--- config.mk ---
export PLATFORM = sky130hd
export DESIGN_NAME = ts_capture_queue_flat
export DESIGN_NICKNAME = d
export VERILOG_FILES = /design/src/rtl/ts_capture_queue_if.sv /design/src/rtl/ts_capture_queue.sv /design/src/flat_wrapper.sv
export SDC_FILE = /design/constraint.sdc
export NUM_CORES = 1
export LEC_CHECK = 0
export ABC_AREA = 1
export BUFFER_PORTS_ARGS = -buffer_cell sky130_fd_sc_hd__clkbuf_2
export CAP_MARGIN = 20
export CORE_MARGIN = 3
export CORE_UTILIZATION = 50
export DETAILED_ROUTE_END_ITERATION = 10
export HOLD_SLACK_MARGIN = 0.15
export PLACE_DENSITY_LB_ADDON = 0.12
export SYNTH_ARGS = -nofsm -noshare
export SYNTH_HDL_FRONTEND = slang
export SYNTH_SLANG_ARGS = --single-unit
--- constraint.sdc ---
create_clock -name ts_clk -period 5 [get_ports ts_clk]
set_clock_uncertainty 0.1 [all_clocks]
set_input_delay 0.25 -clock ts_clk [delete_from_list [all_inputs] [get_ports ts_clk]]
set_output_delay 0.25 -clock ts_clk [all_outputs]
set_load 0.01 [all_outputs]
--- src/rtl/ts_capture_queue_if.sv ---
// ---------------------------------------------------------------------------
// ts_capture_queue_if
// Read-side stream of the timestamp capture queue.
//   rd_valid : FIFO head holds a captured timestamp
//   rd_ready : consumer accepts the head this cycle
//   rd_data  : captured timestamp at the FIFO head
//   rd_ovf   : head entry is the first accepted after dropped events
//              (only present when TSQ_OVF_MARK_EN is defined)
// Modports: master = queue side (drives valid/data), slave = consumer side.
// ---------------------------------------------------------------------------
interface ts_capture_queue_if #(
    parameter int TS_BITS = 30
);
    logic               rd_valid;
    logic               rd_ready;
    logic [TS_BITS-1:0] rd_data;
`ifdef TSQ_OVF_MARK_EN
    logic               rd_ovf;
`endif

    modport master (
        output rd_valid,
        output rd_data,
`ifdef TSQ_OVF_MARK_EN
        output rd_ovf,
`endif
        input  rd_ready
    );

    modport slave (
        input  rd_valid,
        input  rd_data,
`ifdef TSQ_OVF_MARK_EN
        input  rd_ovf,
`endif
        output rd_ready
    );
endinterface

--- src/rtl/ts_capture_queue.sv ---
// ---------------------------------------------------------------------------
// ts_capture_queue
// Timestamp capture queue. Every evt_strobe latches ts_current into a local
// show-ahead FIFO which the host drains through a ready/valid stream. Also
// keeps overflow/fill statistics and a data-available interrupt handshake.
// Everything lives in the ts_clk domain.
//
// Ports:
//   ts_clk      sole clock
//   ts_reset_n  asynchronous active-low reset
//   ts_current  free-running timestamp
//   evt_strobe  single-cycle capture request (no backpressure)
//   rd          read stream (ts_capture_queue_if.master)
//   stat_clr    clears the overflow counter
//   stat_data   {ovf_cnt[7:0], zeros, count[QUEUE_BITS:0]}
//   int_ready   interrupt acknowledge
//   int_valid   data-available interrupt request
//
// Optional feature macro: TSQ_OVF_MARK_EN
//   Adds a mark bit per entry, presented as rd.rd_ovf, flagging the first
//   entry accepted after one or more dropped events.
// ---------------------------------------------------------------------------
module ts_capture_queue #(
    parameter int TS_BITS    = 30,
    parameter int QUEUE_BITS = 5
) (
    input  logic                ts_clk,
    input  logic                ts_reset_n,
    input  logic [TS_BITS-1:0]  ts_current,
    input  logic                evt_strobe,
    ts_capture_queue_if.master  rd,
    input  logic                stat_clr,
    output logic [31:0]         stat_data,
    input  logic                int_ready,
    output logic                int_valid
);

    localparam int DEPTH = 1 << QUEUE_BITS;
`ifdef TSQ_OVF_MARK_EN
    localparam int ENTRY_W = TS_BITS + 1;
`else
    localparam int ENTRY_W = TS_BITS;
`endif
    localparam logic [QUEUE_BITS:0] FULL_CNT = {1'b1, {QUEUE_BITS{1'b0}}};
    localparam logic [QUEUE_BITS:0] PTR_ONE  = {{QUEUE_BITS{1'b0}}, 1'b1};

    logic [ENTRY_W-1:0]  mem [DEPTH];

    logic [QUEUE_BITS:0] wptr_q, wptr_d;
    logic [QUEUE_BITS:0] rptr_q, rptr_d;
    logic                rd_valid_q, rd_valid_d;
    logic                int_valid_q, int_valid_d;
    logic [7:0]          ovf_cnt_q, ovf_cnt_d;
`ifdef TSQ_OVF_MARK_EN
    logic                ovf_pend_q, ovf_pend_d;
`endif

    logic [QUEUE_BITS:0] cnt_cur;
    logic [QUEUE_BITS:0] cnt_nxt;
    logic                full;
    logic                pop;
    logic                wr_en;
    logic                drop;
    logic                int_set;
    logic [ENTRY_W-1:0]  wr_entry;
    logic [ENTRY_W-1:0]  head;

    always_comb begin
        cnt_cur     = wptr_q - rptr_q;
        full        = (cnt_cur == FULL_CNT);
        pop         = rd_valid_q & rd.rd_ready;
        // A full queue still accepts when the head leaves in the same cycle.
        wr_en       = evt_strobe & (~full | pop);
        drop        = evt_strobe & ~wr_en;

        wptr_d      = wr_en ? (wptr_q + PTR_ONE) : wptr_q;
        rptr_d      = pop   ? (rptr_q + PTR_ONE) : rptr_q;
        cnt_nxt     = wptr_d - rptr_d;
        rd_valid_d  = (cnt_nxt != '0);

        // Set has priority over acknowledge.
        int_set     = (cnt_cur == '0) && (cnt_nxt != '0);
        int_valid_d = int_set | (int_valid_q & ~int_ready);

        // Clear and drop in the same cycle leaves one counted drop.
        if (stat_clr) begin
            ovf_cnt_d = drop ? 8'd1 : 8'd0;
        end else if (drop && (ovf_cnt_q != 8'hFF)) begin
            ovf_cnt_d = ovf_cnt_q + 8'd1;
        end else begin
            ovf_cnt_d = ovf_cnt_q;
        end

`ifdef TSQ_OVF_MARK_EN
        wr_entry = {ovf_pend_q, ts_current};
        if (wr_en) begin
            ovf_pend_d = 1'b0;
        end else if (drop) begin
            ovf_pend_d = 1'b1;
        end else begin
            ovf_pend_d = ovf_pend_q;
        end
`else
        wr_entry = ts_current;
`endif
    end

    always_ff @(posedge ts_clk or negedge ts_reset_n) begin
        if (!ts_reset_n) begin
            wptr_q      <= '0;
            rptr_q      <= '0;
            rd_valid_q  <= 1'b0;
            int_valid_q <= 1'b0;
            ovf_cnt_q   <= '0;
`ifdef TSQ_OVF_MARK_EN
            ovf_pend_q  <= 1'b0;
`endif
        end else begin
            wptr_q      <= wptr_d;
            rptr_q      <= rptr_d;
            rd_valid_q  <= rd_valid_d;
            int_valid_q <= int_valid_d;
            ovf_cnt_q   <= ovf_cnt_d;
`ifdef TSQ_OVF_MARK_EN
            ovf_pend_q  <= ovf_pend_d;
`endif
        end
    end

    // Storage carries no reset; validity is tracked by the pointers.
    always_ff @(posedge ts_clk) begin
        if (wr_en) begin
            mem[wptr_q[QUEUE_BITS-1:0]] <= wr_entry;
        end
    end

    always_comb begin
        head        = mem[rptr_q[QUEUE_BITS-1:0]];
        rd.rd_valid = rd_valid_q;
        // Gate the head so an empty queue never exposes stale storage.
        rd.rd_data  = rd_valid_q ? head[TS_BITS-1:0] : '0;
`ifdef TSQ_OVF_MARK_EN
        rd.rd_ovf   = rd_valid_q & head[TS_BITS];
`endif
        int_valid   = int_valid_q;

        stat_data                = '0;
        stat_data[31:24]         = ovf_cnt_q;
        stat_data[QUEUE_BITS:0]  = cnt_cur;
    end

endmodule
--- src/flat_wrapper.sv ---
// flat-port wrapper written by rule: the top's interface ports become plain ports
module ts_capture_queue_flat 
#(
    parameter int TS_BITS    = 30,
    parameter int QUEUE_BITS = 5
)
  (ts_clk, ts_reset_n, ts_current, evt_strobe, stat_clr, stat_data, int_ready, int_valid, rd_rd_valid, rd_rd_data, rd_rd_ready);
  ts_capture_queue_if #(.TS_BITS(TS_BITS)) rd_i ();
  input  logic ts_clk;
  input  logic ts_reset_n;
  input  logic [TS_BITS-1:0] ts_current;
  input  logic evt_strobe;
  input  logic stat_clr;
  output logic [31:0] stat_data;
  input  logic int_ready;
  output logic int_valid;
  output wire logic [$bits(rd_i.rd_valid)-1:0] rd_rd_valid;
  output wire logic [$bits(rd_i.rd_data)-1:0] rd_rd_data;
  input wire logic [$bits(rd_i.rd_ready)-1:0] rd_rd_ready;
  assign rd_rd_valid = rd_i.rd_valid;
  assign rd_rd_data = rd_i.rd_data;
  assign rd_i.rd_ready = rd_rd_ready;
  ts_capture_queue #(.TS_BITS(TS_BITS), .QUEUE_BITS(QUEUE_BITS)) u_core (.ts_clk(ts_clk), .ts_reset_n(ts_reset_n), .ts_current(ts_current), .evt_strobe(evt_strobe), .rd(rd_i), .stat_clr(stat_clr), .stat_data(stat_data), .int_ready(int_ready), .int_valid(int_valid));
endmodule
==> flow_summary.ini, run 1 <==
[run_status]
outcome = finished, final reports clean

[power]
p_total_uw = 26100
power.leakage_uw = 0.0144
p_sw_uw = 9870
clock_power_share_pct = 26.9
p_comb_share_pct = 35.8
ir_drop_uv = 546
seqPwrFrac_pct = 37.3
power.density_mw_per_mm2 = 592
p_int_uw = 16200
switching_share_pct = 37.8

[clock_network]
cts-root-buf = clkbuf_16
postCtsSetupRepairBufs = 0
clk_latency_ns = 0.64
cts-htree-levels = 3
clk_pin_slew_ns = 0.06
cts_sinks = 982
cts-buffers-inserted = 99
tritoncts = done
clk_path_buf_depth = 3

[worst_setup_path]
r2r-end = u_core.int_valid
slowest_stage = dlygate4sd3_1
worst_setup_path_start_kind = flip-flop
worst_setup_path_end_kind = flip-flop
cpPeakStageDelay_ns = 0.55
worstPathMaxFanout = 7
required_ns = 5.42
rrSetupSlack_ns = 0.43
cpLargestDelayFamily = simple AND/OR/NAND/NOR gates
r2r_cells = 30
crit_top_cell = nand2_1
cp.arrival_ns = 5.00
crit_buf_inv = 8
timing.rr.start = u_core.wptr_q[0]
crit_type = flip-flop to flip-flop

[logic_synthesis]
synth_cells = 2966
ys_seq_elements = 982
yosys_warnings = 0
synth_area_mm2 = 0.0391
yosysSeqAreaShare_pct = 75.2
synth_cell_types = 38
synth_top_area_cell = edfxtp_1
synth_area_leaders = edfxtp_1, o21ai_0, nor2_1
syn_avg_cell_area_um2 = 13.2
synth_top_area_share_pct = 73.8

[final_layout]
syn_to_final_growth_pct = 12.9
layout.nets = 3092
layout-drive-gt1-share_pct = 10.7
n_fill_cell = 6083
finish.instance_area_mm2 = 0.0441
final_util_pct = 57.5

[drt]
num_vias = 25200
first_pass_iters = 7
ant_nets = 0
drt_iter0_markers = 2937
wire_per_inst_um = 26.1
drc_errors = 0
finalWirelength_mm = 109
viasPerCell = 6.07

[timing]
fmax_mhz = 219
period_needed_ns = 4.57
fin_setup_tns_ns = 0
maxSlewViolCount = 0
hold_violations = 0
slew_headroom_pct = 24.0
rsz0062_at_grt = false
worst_pin_slew_ns = 1.14
period_share_pct = 91.5
setup_viol = 0

[place]
gp_congestion = 0.828
place_area_mm2 = 0.0407
hpwl_mm = 55.5
port_buffers = 81

[floorplan]
die_y_um = 286
pin_count = 100
start_util_pct = 50.9
die_x_um = 286
num_rows = 101
die-area_mm2 = 0.0815
core_area_mm2 = 0.0767

[worst_hold_path]
whs_path_depth = 1
hold_start = ts_current[20]
holdCritPathClass = primary input to flip-flop
min_to = u_core.mem[18][20]

[job]
max_cap_viol_count = 0

[global_route]
antenna_found_initial = 1
groute.usage.overall_pct = 26.3
grt_pass1_vias = 24800
grt_max_degree = 229
grt_pass1_wl_mm = 160
grt.overflow.total = 0
-- sequential cells by signal (all words and copies together) (netlist names) --
name                flops
u_core.ovf_cnt_q        8
u_core.rptr_q           6
u_core.mem            960
u_core.wptr_q           6
u_core.rd.rd_valid      1
u_core.int_valid        1
-- logic make-up (layout without fill, tap and decap cells) --
kind of cell / Yosys count / after routing / synth area share [%]
flops: 982 / 982 / 75.2
simple gates: 865 / 865 / 8.81
compound gates: 815 / 815 / 12.0
buf+inv: 270 / 407 / 3.03
fa+ha+maj: 17 / 17 / 0.564
xor+xnor: 16 / 16 / 0.359
other cells: 1 / 20 / 0.00960
-- cell type report --
cell class                 count  area (um^2)  area share [%]
antenna                        2         5.00          0.0113
clock buffer                 113         2570            5.83
tap                         1030         1290            2.92
clock inverter                69          479            1.09
sequential                   982        29400            66.6
inverter                      53          214           0.485
timing repair buffer         172         1330            3.01
multi-input combinational   1731         8830            20.0
-- power by group through the flow --
stage / Clock, uW / Sequential, uW / Combinational, uW
6_report: 7020 / 9740 / 9350
5_1_grt: 7460 / 9780 / 10200
4_1_cts: 7130 / 9740 / 9300
3_5_place_dp: 0 / 9910 / 9230
3_3_place_gp: 0 / 9900 / 9100
2_1_floorplan: 0 / 9880 / 5800
-- synth_stat cells --
master and instances:
nand2_4 1, a31oi_1 30, inv_1 46, nor3_1 7, or2_2 1, nor2_4 1
buf_4 22, fa_1 1, o21ai_1 19, o211ai_1 14, nand2_2 2, clkbuf_1 132
dfrtp_1 22, edfxtp_1 960, o22ai_1 148, conb_1 1, nand2_1 180, nand3_2 1
clkinv_1 3, o21bai_1 1, o221ai_1 80, o31ai_1 4, o21ai_0 500, nand4_1 13
xor2_1 13, nand3_1 89, inv_2 4, o211a_1 10, buf_6 2, xnor2_1 3
buf_1 3, a21oi_1 6, nor2_1 568, buf_2 58, nor3_4 1, a211oi_1 3
nor3b_1 1, ha_1 16
-- through the flow --
| stage | setup WS [ns] | std cells | hold WS (ns) |
|---|---|---|---|
| 4_1_cts | 0.361 | 4149 | 0.155 |
| 5_1_grt | 0.0419 | 4151 | 0.202 |
| 2_1_floorplan | 0.372 | 2983 | -0.146 |
| 3_5_place_dp | 0.829 | 3939 | 0.203 |
| 6_report | 0.427 | 4152 | 0.168 |
| 3_3_place_gp | 0.939 | 3939 | 0.180 |
-- cell usage in the layout, fill, tap and decap left out, types with 13 or more instances in the layout --
| cell | instances |
|---|---|
| edfxtp_1 | 960 |
| nor2_1 | 537 |
| o21ai_0 | 500 |
| nand2_1 | 180 |
| o22ai_1 | 148 |
| clkbuf_16 | 101 |
| nand3_1 | 89 |
| clkbuf_2 | 81 |
| o221ai_1 | 80 |
| buf_4 | 51 |
| inv_1 | 45 |
| clkinv_1 | 34 |
| nor2_4 | 32 |
| a31oi_1 | 30 |
| dlygate4sd3_1 | 27 |
| clkinv_2 | 20 |
| o21ai_1 | 19 |
| conb_1 | 18 |
| dfrtp_1 | 16 |
| ha_1 | 15 |
| o211ai_1 | 14 |
| xor2_1 | 13 |
| nand4_1 | 13 |
-- layer usage --
metal  GRT usage, %  vias up  wire length, um
met1           35.4    12800            44400
met5              0        -                0
met2           44.4     1049            53700
met4           8.56        0             3330
li1               -    11200                -
met3           4.06      200             7180
-- repair_timing --
item | in CTS | in global routing
endpoints found under the setup margin | 0 | 1
gates resized for setup | 0 | 3
hold endpoints to repair | 591 | 0
hold buffers | 28 | 0
-- worst max-delay path by stage --
stage	from	end	slack, ns	cells after the start
after floorplan	u_core.rptr_q[1]	u_core.mem[15][0]	0.37	14
after global placement	u_core.rptr_q[1]	u_core.mem[25][15]	0.94	14
after detailed placement	u_core.wptr_q[0]	u_core.mem[2][5]	0.83	15
after CTS	u_core.rptr_q[1]	u_core.int_valid	0.36	29
after global routing	u_core.wptr_q[0]	u_core.int_valid	0.04	30
final	u_core.wptr_q[0]	u_core.int_valid	0.43	30
No activity file was read; power rests on OpenSTA's default activity.
==> run 2, diff against run 1 <==
--- a/config.mk
+++ b/config.mk
@@ -10,9 +10,10 @@
 export CAP_MARGIN = 20
 export CORE_MARGIN = 3
 export CORE_UTILIZATION = 50
+export CTS_BUF_LIST = sky130_fd_sc_hd__clkbuf_4 sky130_fd_sc_hd__clkbuf_8
 export DETAILED_ROUTE_END_ITERATION = 10
 export HOLD_SLACK_MARGIN = 0.15
-export PLACE_DENSITY_LB_ADDON = 0.12
+export PLACE_DENSITY = 0.66
 export SYNTH_ARGS = -nofsm -noshare
 export SYNTH_HDL_FRONTEND = slang
 export SYNTH_SLANG_ARGS = --single-unit
==> run 2 against run 1 <==
Worst hold slack better by 0.10 ns. Critical path depth down 2. First-iteration DRC count up 0.54%. Core utilization about the same. Cell count up 2.5%. Largest cell class unchanged. Largest power group unchanged. Highest routed layer is now met5.
==> flow_summary.ini, run 2 (same netlist as run 1, synthesis figures left out) <==
[worst_setup_path]
cp-endpoint = u_core.int_valid
crit_type = flip-flop to flip-flop
worstPathMaxFanout = 7
r2r_cells = 28
worst_setup_path_start_kind = flip-flop
r2r-end = u_core.int_valid
slowest_stage = dlygate4sd3_1
worst_setup_path_end_kind = flip-flop
cp.arrival_ns = 5.23
timing.rr.start = u_core.rptr_q[0]
crit_top_cell = nand2_1
startpoint = u_core.rptr_q[0]
required_ns = 5.59
cpPeakStageDelay_ns = 0.56
rrSetupSlack_ns = 0.36

[timing]
setup_viol = 0
hold_violations = 0
fin_setup_tns_ns = 0
rsz0062_at_grt = false
slew_headroom_pct = 19.4
period_needed_ns = 4.64
period_share_pct = 92.9
holdWs_ns = 0.272
maxSlewViolCount = 0
worst_pin_slew_ns = 1.21
fmax_mhz = 215

[clock_network]
tritoncts = done
cts-root-buf = clkbuf_8
clk_latency_ns = 0.81
cts-htree-levels = 4
clk_pin_slew_ns = 0.06
clk_path_buf_depth = 3
cts-buffers-inserted = 157
cts_sinks = 982

[floorplan]
die_x_um = 286
start_util_pct = 50.9
pin_count = 100
num_rows = 101
die-area_mm2 = 0.0815
die_y_um = 286
core_area_mm2 = 0.0767

[drt]
ant_nets = 0
finalWirelength_mm = 106
drt_iter0_markers = 2953
num_vias = 25900
wire_per_inst_um = 25.0
first_pass_iters = 9
drc_errors = 0
viasPerCell = 6.08

[final_layout]
syn_to_final_growth_pct = 12.9
layout-drive-gt1-share_pct = 13.6
final_common_cell = edfxtp_1
largest_reg_flops = 960
layout.nets = 3163
final_cell_mix = edfxtp_1, nor2_1, o21ai_0

[place]
gp_congestion = 0.863
hpwl_mm = 56.3
port_buffers = 81

[global_route]
grt_pass1_vias = 25400
grt_max_degree = 253
grt_pass1_wl_mm = 157
grt.overflow.total = 0
groute.usage.overall_pct = 25.8
antenna_found_initial = 4

[worst_hold_path]
whs_path_depth = 4
hold_start = evt_strobe
holdCritPathClass = primary input to flip-flop

[power]
p_comb_share_pct = 36.3
switching_share_pct = 38.7
ir_drop_uv = 601
p_sw_uw = 9940
seqPwrFrac_pct = 38.0
p_int_uw = 15700
power.leakage_uw = 0.0145
clock_power_share_pct = 25.7
power.density_mw_per_mm2 = 582

[run_status]
outcome = finished, final reports clean

[job]
max_cap_viol_count = 0
run 2: metal layers:
| metal | GRT usage (%) | wire (um) |
|---|---|---|
| met5 | 0 | 27 |
| met4 | 11.1 | 3920 |
| met3 | 4.80 | 9010 |
| met2 | 41.1 | 50500 |
| met1 | 34.9 | 42800 |
run 2: area by class of cell:
type	count	area (um^2)
antenna	2	5.00
inverter	53	211
multi-input combinational	1731	8830
timing repair buffer	185	1410
sequential	982	29400
tap	1030	1290
clock buffer	206	2530
clock inverter	67	453
fill	6101	32600
run 2: worst min-delay path by stage:
stage / endpoint / slack (ns)
final: u_core.wptr_q[5] / 0.27
after global routing: u_core.wptr_q[5] / 0.25
after CTS: u_core.ovf_cnt_q[3] / 0.16
after detailed placement: u_core.ovf_cnt_q[5] / 0.19
after global placement: u_core.ovf_cnt_q[2] / 0.18
after floorplan: u_core.int_valid / -0.15
run 2: power groups by stage:
stage | sequential [uW] | combinational (uW) | clock [uW]
2_1_floorplan | 9880 | 5800 | 0
3_3_place_gp | 9910 | 8980 | 0
3_5_place_dp | 9920 | 9140 | 0
4_1_cts | 9750 | 9210 | 6730
5_1_grt | 9790 | 10100 | 7110
6_report | 9760 | 9310 | 6610
run 2: timing repair:
item | CTS | global route
endpoints found under the hold margin | 1027 | 0
hold buffers | 42 | 0
endpoints found under the setup margin | 0 | 1
gates resized for setup | 0 | 3
buffers inserted | 0 | 0
run 2: critical path, delay by kind of cell (launching register included):
kind	cells	cell delay, ns
adders and majority gates	3	1.06
DFF	1	0.54
and+or+nand+nor	18	1.75
buffers and inverters	6	1.02
AOI/OAI and AO/OA	1	0.06
run 2: metrics by stage:
stage	util (%)	power [uW]	setup WS [ns]	cells	instance area, um^2
6_report	57.5	25700	0.356	4256	44100
2_1_floorplan	-	15700	0.372	2983	39100
4_1_cts	57.5	25700	0.346	4254	44100
3_3_place_gp	53.0	18900	0.799	3939	40700
5_1_grt	57.5	27000	0.00324	4256	44100
3_5_place_dp	53.0	19100	0.810	3939	40700
